`src/rtl/button_pulse_conditioner.sv`:
```
// Button front end: per-button two-flop synchroniser, debounce filter and
// press/auto-repeat FSM, with a conflict mask when both buttons are held.

module button_pulse_channel #(
  parameter int DEBOUNCE_CYCLES = 1000000,
  parameter int REPEAT_DELAY    = 50000000,
  parameter int REPEAT_PERIOD   = 25000000
) (
  input  logic clk,
  input  logic rst_n,
  input  logic btn,
  input  logic repeat_en,
  input  logic other_stable,
  output logic level,
  output logic pulse
);
  localparam int CW   = $clog2(DEBOUNCE_CYCLES);
  localparam int TMAX = (REPEAT_DELAY > REPEAT_PERIOD) ? REPEAT_DELAY : REPEAT_PERIOD;
  localparam int TW   = $clog2(TMAX);
  localparam logic [CW-1:0] CNT_LAST    = CW'(DEBOUNCE_CYCLES - 1);
  localparam logic [TW-1:0] DELAY_LAST  = TW'(REPEAT_DELAY - 1);
  localparam logic [TW-1:0] PERIOD_LAST = TW'(REPEAT_PERIOD - 1);

  typedef enum logic [1:0] {IDLE, HOLD, REPEAT} state_t;

  logic          s1, s2;
  logic          stable;
  logic [CW-1:0] cnt;
  logic [TW-1:0] timer;
  state_t        state;

  always_ff @(posedge clk or negedge rst_n) begin
    if (!rst_n) begin
      s1 <= 1'b0;
      s2 <= 1'b0;
    end else begin
      s1 <= btn;
      s2 <= s1;
    end
  end

  // Any return of s2 to the accepted value restarts the count.
  always_ff @(posedge clk or negedge rst_n) begin
    if (!rst_n) begin
      cnt    <= '0;
      stable <= 1'b0;
    end else if (s2 == stable) begin
      cnt <= '0;
    end else if (cnt == CNT_LAST) begin
      stable <= s2;
      cnt    <= '0;
    end else begin
      cnt <= cnt + 1'b1;
    end
  end

  // A pulse scheduled while the other button is also accepted is dropped,
  // but the state/timer advance exactly as if it had been emitted.
  always_ff @(posedge clk or negedge rst_n) begin
    if (!rst_n) begin
      state <= IDLE;
      timer <= '0;
      pulse <= 1'b0;
    end else begin
      pulse <= 1'b0;
      if (!stable) begin
        state <= IDLE;
        timer <= '0;
      end else begin
        case (state)
          IDLE: begin
            pulse <= !other_stable;
            timer <= '0;
            state <= HOLD;
          end
          HOLD: begin
            if (timer == DELAY_LAST) begin
              if (repeat_en) begin
                pulse <= !other_stable;
                timer <= '0;
                state <= REPEAT;
              end
            end else begin
              timer <= timer + 1'b1;
            end
          end
          REPEAT: begin
            if (!repeat_en) begin
              state <= HOLD;
              timer <= DELAY_LAST;
            end else if (timer == PERIOD_LAST) begin
              pulse <= !other_stable;
              timer <= '0;
            end else begin
              timer <= timer + 1'b1;
            end
          end
          default: begin
            state <= IDLE;
            timer <= '0;
          end
        endcase
      end
    end
  end

  assign level = stable;
endmodule

module button_pulse_conditioner #(
  parameter int DEBOUNCE_CYCLES = 1000000,
  parameter int REPEAT_DELAY    = 50000000,
  parameter int REPEAT_PERIOD   = 25000000
) (
  input  logic clk,
  input  logic rst_n,
  input  logic increase_btn,
  input  logic decrease_btn,
  input  logic repeat_en,
  output logic inc_pulse,
  output logic dec_pulse,
  output logic inc_level,
  output logic dec_level
);
  logic inc_pulse_q, dec_pulse_q;
  logic both_held;

  button_pulse_channel #(
    .DEBOUNCE_CYCLES(DEBOUNCE_CYCLES),
    .REPEAT_DELAY   (REPEAT_DELAY),
    .REPEAT_PERIOD  (REPEAT_PERIOD)
  ) u_inc (
    .clk         (clk),
    .rst_n       (rst_n),
    .btn         (increase_btn),
    .repeat_en   (repeat_en),
    .other_stable(dec_level),
    .level       (inc_level),
    .pulse       (inc_pulse_q)
  );

  button_pulse_channel #(
    .DEBOUNCE_CYCLES(DEBOUNCE_CYCLES),
    .REPEAT_DELAY   (REPEAT_DELAY),
    .REPEAT_PERIOD  (REPEAT_PERIOD)
  ) u_dec (
    .clk         (clk),
    .rst_n       (rst_n),
    .btn         (decrease_btn),
    .repeat_en   (repeat_en),
    .other_stable(inc_level),
    .level       (dec_level),
    .pulse       (dec_pulse_q)
  );

  // Also gate on the visible levels so no strobe appears in a both-held cycle.
  assign both_held = inc_level & dec_level;
  assign inc_pulse = inc_pulse_q & ~both_held;
  assign dec_pulse = dec_pulse_q & ~both_held;
endmodule

```
`config.mk`:
```
export PLATFORM = sky130hd
export DESIGN_NAME = button_pulse_conditioner
export DESIGN_NICKNAME = d
export VERILOG_FILES = /design/src/rtl/button_pulse_conditioner.sv
export SDC_FILE = /design/constraint.sdc
export NUM_CORES = 1
export LEC_CHECK = 0
export CORE_MARGIN = 3
export CORE_UTILIZATION = 42
export DETAILED_ROUTE_END_ITERATION = 6
export PLACE_DENSITY = 0.59
export SYNTH_ARGS = -nofsm -noshare
export SYNTH_HDL_FRONTEND = slang
export SYNTH_HIERARCHICAL = 1
export SYNTH_SLANG_ARGS = --single-unit
```
`constraint.sdc`:
```
create_clock -name clk -period 2 [get_ports clk]
set_input_delay 0.3 -clock clk [delete_from_list [all_inputs] [get_ports clk]]
set_output_delay 0.3 -clock clk [all_outputs]
set_load 0.05 [all_outputs]
```
==> results.json <==
{
  "status": "finished clean",
  "core-area_um2": 13400,
  "placementRows": 42,
  "cp-end-kind": "register",
  "grt_remaining_overflow": 0,
  "die-area_um2": 15300,
  "yosysTopAreaCell": "dfrtp_1",
  "worst_pin_slew_ns": 0.586,
  "finalWirelength_mm": 12.9,
  "r2r-start": "u_inc/timer[23]",
  "grt_max_degree": 38,
  "synth.most_common_cell": "dfrtp_1",
  "synth_ff_type": "dfrtp_1",
  "r2r-end": "u_inc/timer[18]",
  "hold_start": "u_inc/s1",
  "grt_pass1_wl_mm": 21.8,
  "synth.distinct_cells": 51,
  "drt_iter0_markers": 442,
  "fin_crit_ns": 1.97,
  "period_share": 0.986,
  "port_buffers": 8,
  "synth_area_um2": 5820,
  "cp_max_fo": 8,
  "antenna_left": 0,
  "synth_edf_count": 0,
  "hold_ws_ns": 0.367,
  "final_max_slew_viol_count": 0,
  "worst-endpoint-required_ns": 2.22,
  "max_clock_freq_ghz": 0.507,
  "viasPerCell": 5.42,
  "clock-root-buffer": "clkbuf_16",
  "wl_per_cell_um": 15.3,
  "chipHeight_um": 124,
  "synthCells": 590,
  "place.gp.congestion": 0.871,
  "yosysWarnings": 6,
  "setup_violations": 0,
  "hp-class": "register to register",
  "fp.dieW_um": 124,
  "cts_tree": "yes",
  "ys_ff_latch": 104,
  "ir_worst_vdd_v": 0.000401,
  "post-route-drc-count": 0,
  "start_util": 0.434,
  "synthArstFlopShare": 1.00,
  "critPathLaunchType": "register",
  "maxSlewHeadroom": 0.607,
  "synth_common_cells": "dfrtp_1 (104), nor2_1 (60), nand3_1 (48), xor2_1 (48), o21ai_0 (42)",
  "pin_count": 9,
  "whs_path_depth": 0,
  "grt_pass1_vias": 4440,
  "cp.arrival_ns": 2.19,
  "cts_buffers": 9,
  "grt_antenna_before_repair": 1,
  "rsz0062_at_grt": "yes",
  "power_mw": 4.00,
  "dpl.hpwl_mm": 9.13,
  "min_to": "u_inc/s2",
  "critPathKind": "register to register",
  "syn-num-nets": 609,
  "fill_cells": 1219,
  "multiInputGateArea_um2": 3170,
  "syn_to_final_growth_pct": 21.4,
  "reg2reg_slack_ns": 0.03,
  "diodes": 0,
  "drt_pass1_iterations": 4,
  "hold_viol_final": 0,
  "fin_skew_ns": 0.00727,
  "synthTopCellsByArea": "dfrtp_1 (45%), xor2_1 (7.2%), xnor2_1 (4.5%), nand3_1 (4.1%), nor2_1 (3.9%)",
  "cts_htree_levels": 3,
  "crit_start": "u_inc/timer[23]",
  "clk_latency_ns": 0.35,
  "drive_gt1_frac": 0.204,
  "path_clk_slew_ns": 0.07,
  "track_usage": 0.179,
  "power_density_nw_per_um2": 566,
  "syn_avg_cell_area_um2": 9.87,
  "ys_seq_area_frac": 0.447,
  "cts_sinks": 104,
  "cap_violations": 0,
  "fin_ws_ns": 0.0290,
  "regArea_um2": 2600,
  "yosysTopAreaCellShare": 0.447,
  "setup_tns_ns": 0,
  "nNetsFinal": 685,
  "routed-via-count": 4584,
  "leakage_nw": 2.94,
  "post-place-ws_ns": -0.106,
  "reg2regPathDepth": 5,
  "clock_path_buffers": 2
}
## flip-flops by register name, summed over array words and instances (netlist names)
register,count
u_dec/level,1
u_inc/s1,1
u_inc/pulse,1
u_inc/timer,26
u_dec/timer,26
u_inc/cnt,20
u_dec/s1,1
u_inc/state,2
u_dec/state,2
u_dec/s2,1
u_inc/s2,1
u_dec/cnt,20
u_inc/level,1
u_dec/pulse,1
## critical path, stage by stage, from the launching register on
cell and delay (ns):
dfrtp_1 0.39, or4b_4 0.55, nor4_4 0.35, a21oi_4 0.13
a21oi_4 0.31, a21oi_1 0.11
## area by class of cell
| class | instances | share of cell area |
|---|---|---|
| Sequential cell | 104 | 0.368 |
| Tap cell | 176 | 0.0312 |
| Clock buffer | 12 | 0.0349 |
| Inverter | 20 | 0.0106 |
| Clock inverter | 3 | 0.00602 |
| Multi-Input combinational cell | 452 | 0.448 |
| Timing Repair Buffer | 79 | 0.101 |
## where the power goes
part	switching [mW]	internal, mW	leakage, nW
logic	0.0748	0.0423	1.36
registers	0.0149	2.12	1.44
clock network	0.757	0.997	0.139
total	0.846	3.16	2.94
## cells in the final DEF, fill, tap and decap left out, types with 3 or more instances in the layout
master,n
a21boi_1,4
dfrtp_1,104
nand4_1,26
nor4_2,5
nor4_4,7
nor4_1,10
and4_1,7
o21ai_1,14
clkbuf_16,9
a31oi_1,4
nor2_1,58
a21oi_1,10
a21oi_2,7
nand3_1,47
ha_1,13
and3_1,10
buf_4,66
clkdlybuf4s50_1,3
xor2_1,48
mux2i_1,4
or3_1,8
nand2b_1,4
nand2_1,40
o21ai_0,28
inv_1,20
a21oi_4,5
xnor2_1,30
nor3_1,14
buf_12,9
## metrics by stage
step / util / std cells / area [um^2]
after floorplan: - / 590 / 5820
after global placement: 0.491 / 821 / 6580
after detailed placement: 0.491 / 821 / 6580
after CTS: 0.516 / 841 / 6910
after global routing: 0.527 / 846 / 7070
final: 0.527 / 846 / 7070
## worst max-delay path by stage
stage                       to  slack [ns]  depth (start not counted)
2_1_floorplan   u_dec/state[1]        0.06                          5
3_3_place_gp    u_inc/timer[8]       -0.02                          5
3_5_place_dp   u_dec/timer[25]       -0.11                          6
4_1_cts         u_dec/timer[6]       0.005                          6
5_1_grt        u_dec/timer[21]       -0.07                          7
6_report       u_inc/timer[18]        0.03                          5
## layer usage
| layer | track usage | wire [um] | vias up |
|---|---|---|---|
| met5 | 0 | 13 | - |
| met4 | 0.0623 | 222 | 2 |
| met3 | 0.0381 | 415 | 19 |
| met2 | 0.273 | 6010 | 57 |
| met1 | 0.252 | 6270 | 2240 |
| li1 | - | - | 2266 |
## logic make-up after synthesis
logic type               synth area share
multiplexers                       0.0107
adder cells (fa/ha/maj)            0.0301
AND/OR/NAND/NOR                     0.267
XOR/XNOR                            0.117
AO/OA/AOI/OAI                      0.0993
buffers and inverters              0.0284
flip-flops                          0.447
## timing repair
item                       CTS  global route
buffers inserted             4             5
pin swaps                    4            17
hold buffers                 1             0
resized for setup            5            35
hold endpoints to repair    31             0
setup endpoints to repair   38            52
(Power assumes the default switching activity.)
==> RTL edit (same flow settings) <==
Make the reset (`rst_n`) synchronous in 3 clocked blocks.
--- a/src/rtl/button_pulse_conditioner.sv
+++ b/src/rtl/button_pulse_conditioner.sv
@@ -30,5 +30,5 @@
   state_t        state;
 
-  always_ff @(posedge clk or negedge rst_n) begin
+  always_ff @(posedge clk) begin
     if (!rst_n) begin
       s1 <= 1'b0;
@@ -41,5 +41,5 @@
 
   // Any return of s2 to the accepted value restarts the count.
-  always_ff @(posedge clk or negedge rst_n) begin
+  always_ff @(posedge clk) begin
     if (!rst_n) begin
       cnt    <= '0;
@@ -57,5 +57,5 @@
   // A pulse scheduled while the other button is also accepted is dropped,
   // but the state/timer advance exactly as if it had been emitted.
-  always_ff @(posedge clk or negedge rst_n) begin
+  always_ff @(posedge clk) begin
     if (!rst_n) begin
       state <= IDLE;
Formal check against the unedited RTL: no difference found for any inputs over 10 cycles, from zero or initial values and one cycle with rst_n low; that may be too few to reach the edited logic, so the function may still have changed.
==> RTL edit against the unedited design <==
Setup slack lost 270 ps. Clock skew shrank 2.7 ps. Wire length up 6.9%. Sequential cell count stayed put. Critical endpoint is now u_dec/timer[7]$_SDFFE_PN0P_. Fmax fell by 12%. Design area is 5.0% higher. Sequential share of layout area is 8.5 points lower. Worst hold slack better by 67 ps. Synthesized area down 4.6%. The run now ends with setup timing left. Via count increased by 10%. Largest cell class unchanged.
Power is not compared: it rests on default switching activity, and its combinational part moved more than twofold at a synthesized area within 25%.
==> RTL edit: results (changes against the unedited design) <==
metric	value	unit	change
grt_util_met2	30.8	%	+3.5 points
synthTopCellsByCount	dfxtp_1, nor2_1, nand2_1		
grt_max_degree	21		-45%
drtIter0Drc	219		-50%
syn_nets	681		+12%
vias	5056		+10%
setup_ws	-243	ps	-272 ps
final_cell_count_no_fill	952		+13%
yosysSeqAreaShare	37.5	%	-7.2 points
fin_nets	792		+16%
setup_viol	53		+53
slew-limit-headroom	69.8	%	+9.1 points
routed_wl	13800	um	+6.9%
status	finished with violations		
dpl.hpwl	9380	um	+2.7%
first_pass_iters	5		+1
place_area	6480	um^2	-1.5%
arrival	2530	ps	+340 ps
violations	setup timing		
yosysMostFrequentCell	dfxtp_1		
place_inst	909		+11%
fin_skew	4.53	ps	-2.74 ps
grtUsageMet3	4.76	%	+0.94 points
grt_pass1_wl	23100	um	+5.9%
synthTopCellsByArea	dfxtp_1, xor2_1, xnor2_1, nor2_1, nand3_1		
## RTL edit: worst paths after layout
check                          startpoint                           to  cells after the start
max          u_dec/timer[24]$_SDFFE_PN0P_  u_dec/timer[7]$_SDFFE_PN0P_                      7
min                   u_dec/s1$_SDFF_PN0_          u_dec/s2$_SDFF_PN0_                      1
max reg2reg  u_dec/timer[24]$_SDFFE_PN0P_  u_dec/timer[7]$_SDFFE_PN0P_                      7
min reg2reg           u_dec/s1$_SDFF_PN0_          u_dec/s2$_SDFF_PN0_                      1
## RTL edit: critical path: stages (launching register included)
cell     delay (ps)
dfxtp_2         320
or4b_4          540
or4_4           580
buf_4           170
nor3_4          140
o21ai_2          80
a21o_4          250
nor2_1          110
## RTL edit: per-stage QoR
| stage | power [mW] | setup WS (ps) | utilization, % | TNS [ps] | hold slack [ps] |
|---|---|---|---|---|---|
| after detailed placement | 2.17 | -271 | 50.7 | -9510 | 419 |
| after global routing | 3.92 | -313 | 58.1 | -10460 | 443 |
| final | 3.79 | -243 | 58.1 | -6440 | 434 |
| after global placement | 2.17 | -203 | 50.7 | -7630 | 422 |
| after CTS | 3.85 | -184 | 55.4 | -3620 | 436 |
| after floorplan | 2.15 | -163 | - | -4710 | 412 |
## RTL edit: metal layers
layer / share of wire (%) / wire length [um] / up-vias
met3: 4.5 / 621 / 27
met1: 47 / 6430 / 2381
li1: - / - / 2549
met4: 2.2 / 309 / 0
met2: 47 / 6460 / 99
met5: 0 / 0 / -
## RTL edit: what timing repair did
item / in CTS / in global routing
gates resized for setup: 41 / 62
endpoints found under the setup margin: 57 / 57
endpoints found under the hold margin: 0 / 0
buffers inserted: 15 / 11
cloned: 2 / 1
pin swaps: 22 / 40
## RTL edit: kinds of logic after synthesis
kind of cell	Yosys count	share of synthesized area (%)
flip-flops	104	37.5
AO/OA/AOI/OAI	97	11.5
XOR/XNOR	79	12.5
buffers and inverters	45	3.47
AND/OR/NAND/NOR	322	31.5
multiplexers	5	0.902
adder cells (fa/ha/maj)	12	2.71
## RTL edit: cell type report
| class | count | area, um^2 |
|---|---|---|
| multi-input cells | 517 | 3700 |
| well taps | 172 | 215 |
| repair buffers | 122 | 1050 |
| flip-flops and latches | 104 | 2100 |
| inverters | 21 | 78.8 |
| clock inverters | 4 | 30.0 |
| clock buffers | 12 | 246 |
| fillers | 1092 | 5350 |
## RTL edit: report_power, final
part	switching [mW]	internal (mW)	total, mW
sequential	0.00308	2.07	2.08
combinational	0.0266	0.0217	0.0483
clock	0.781	0.882	1.66
total	0.811	2.98	3.79
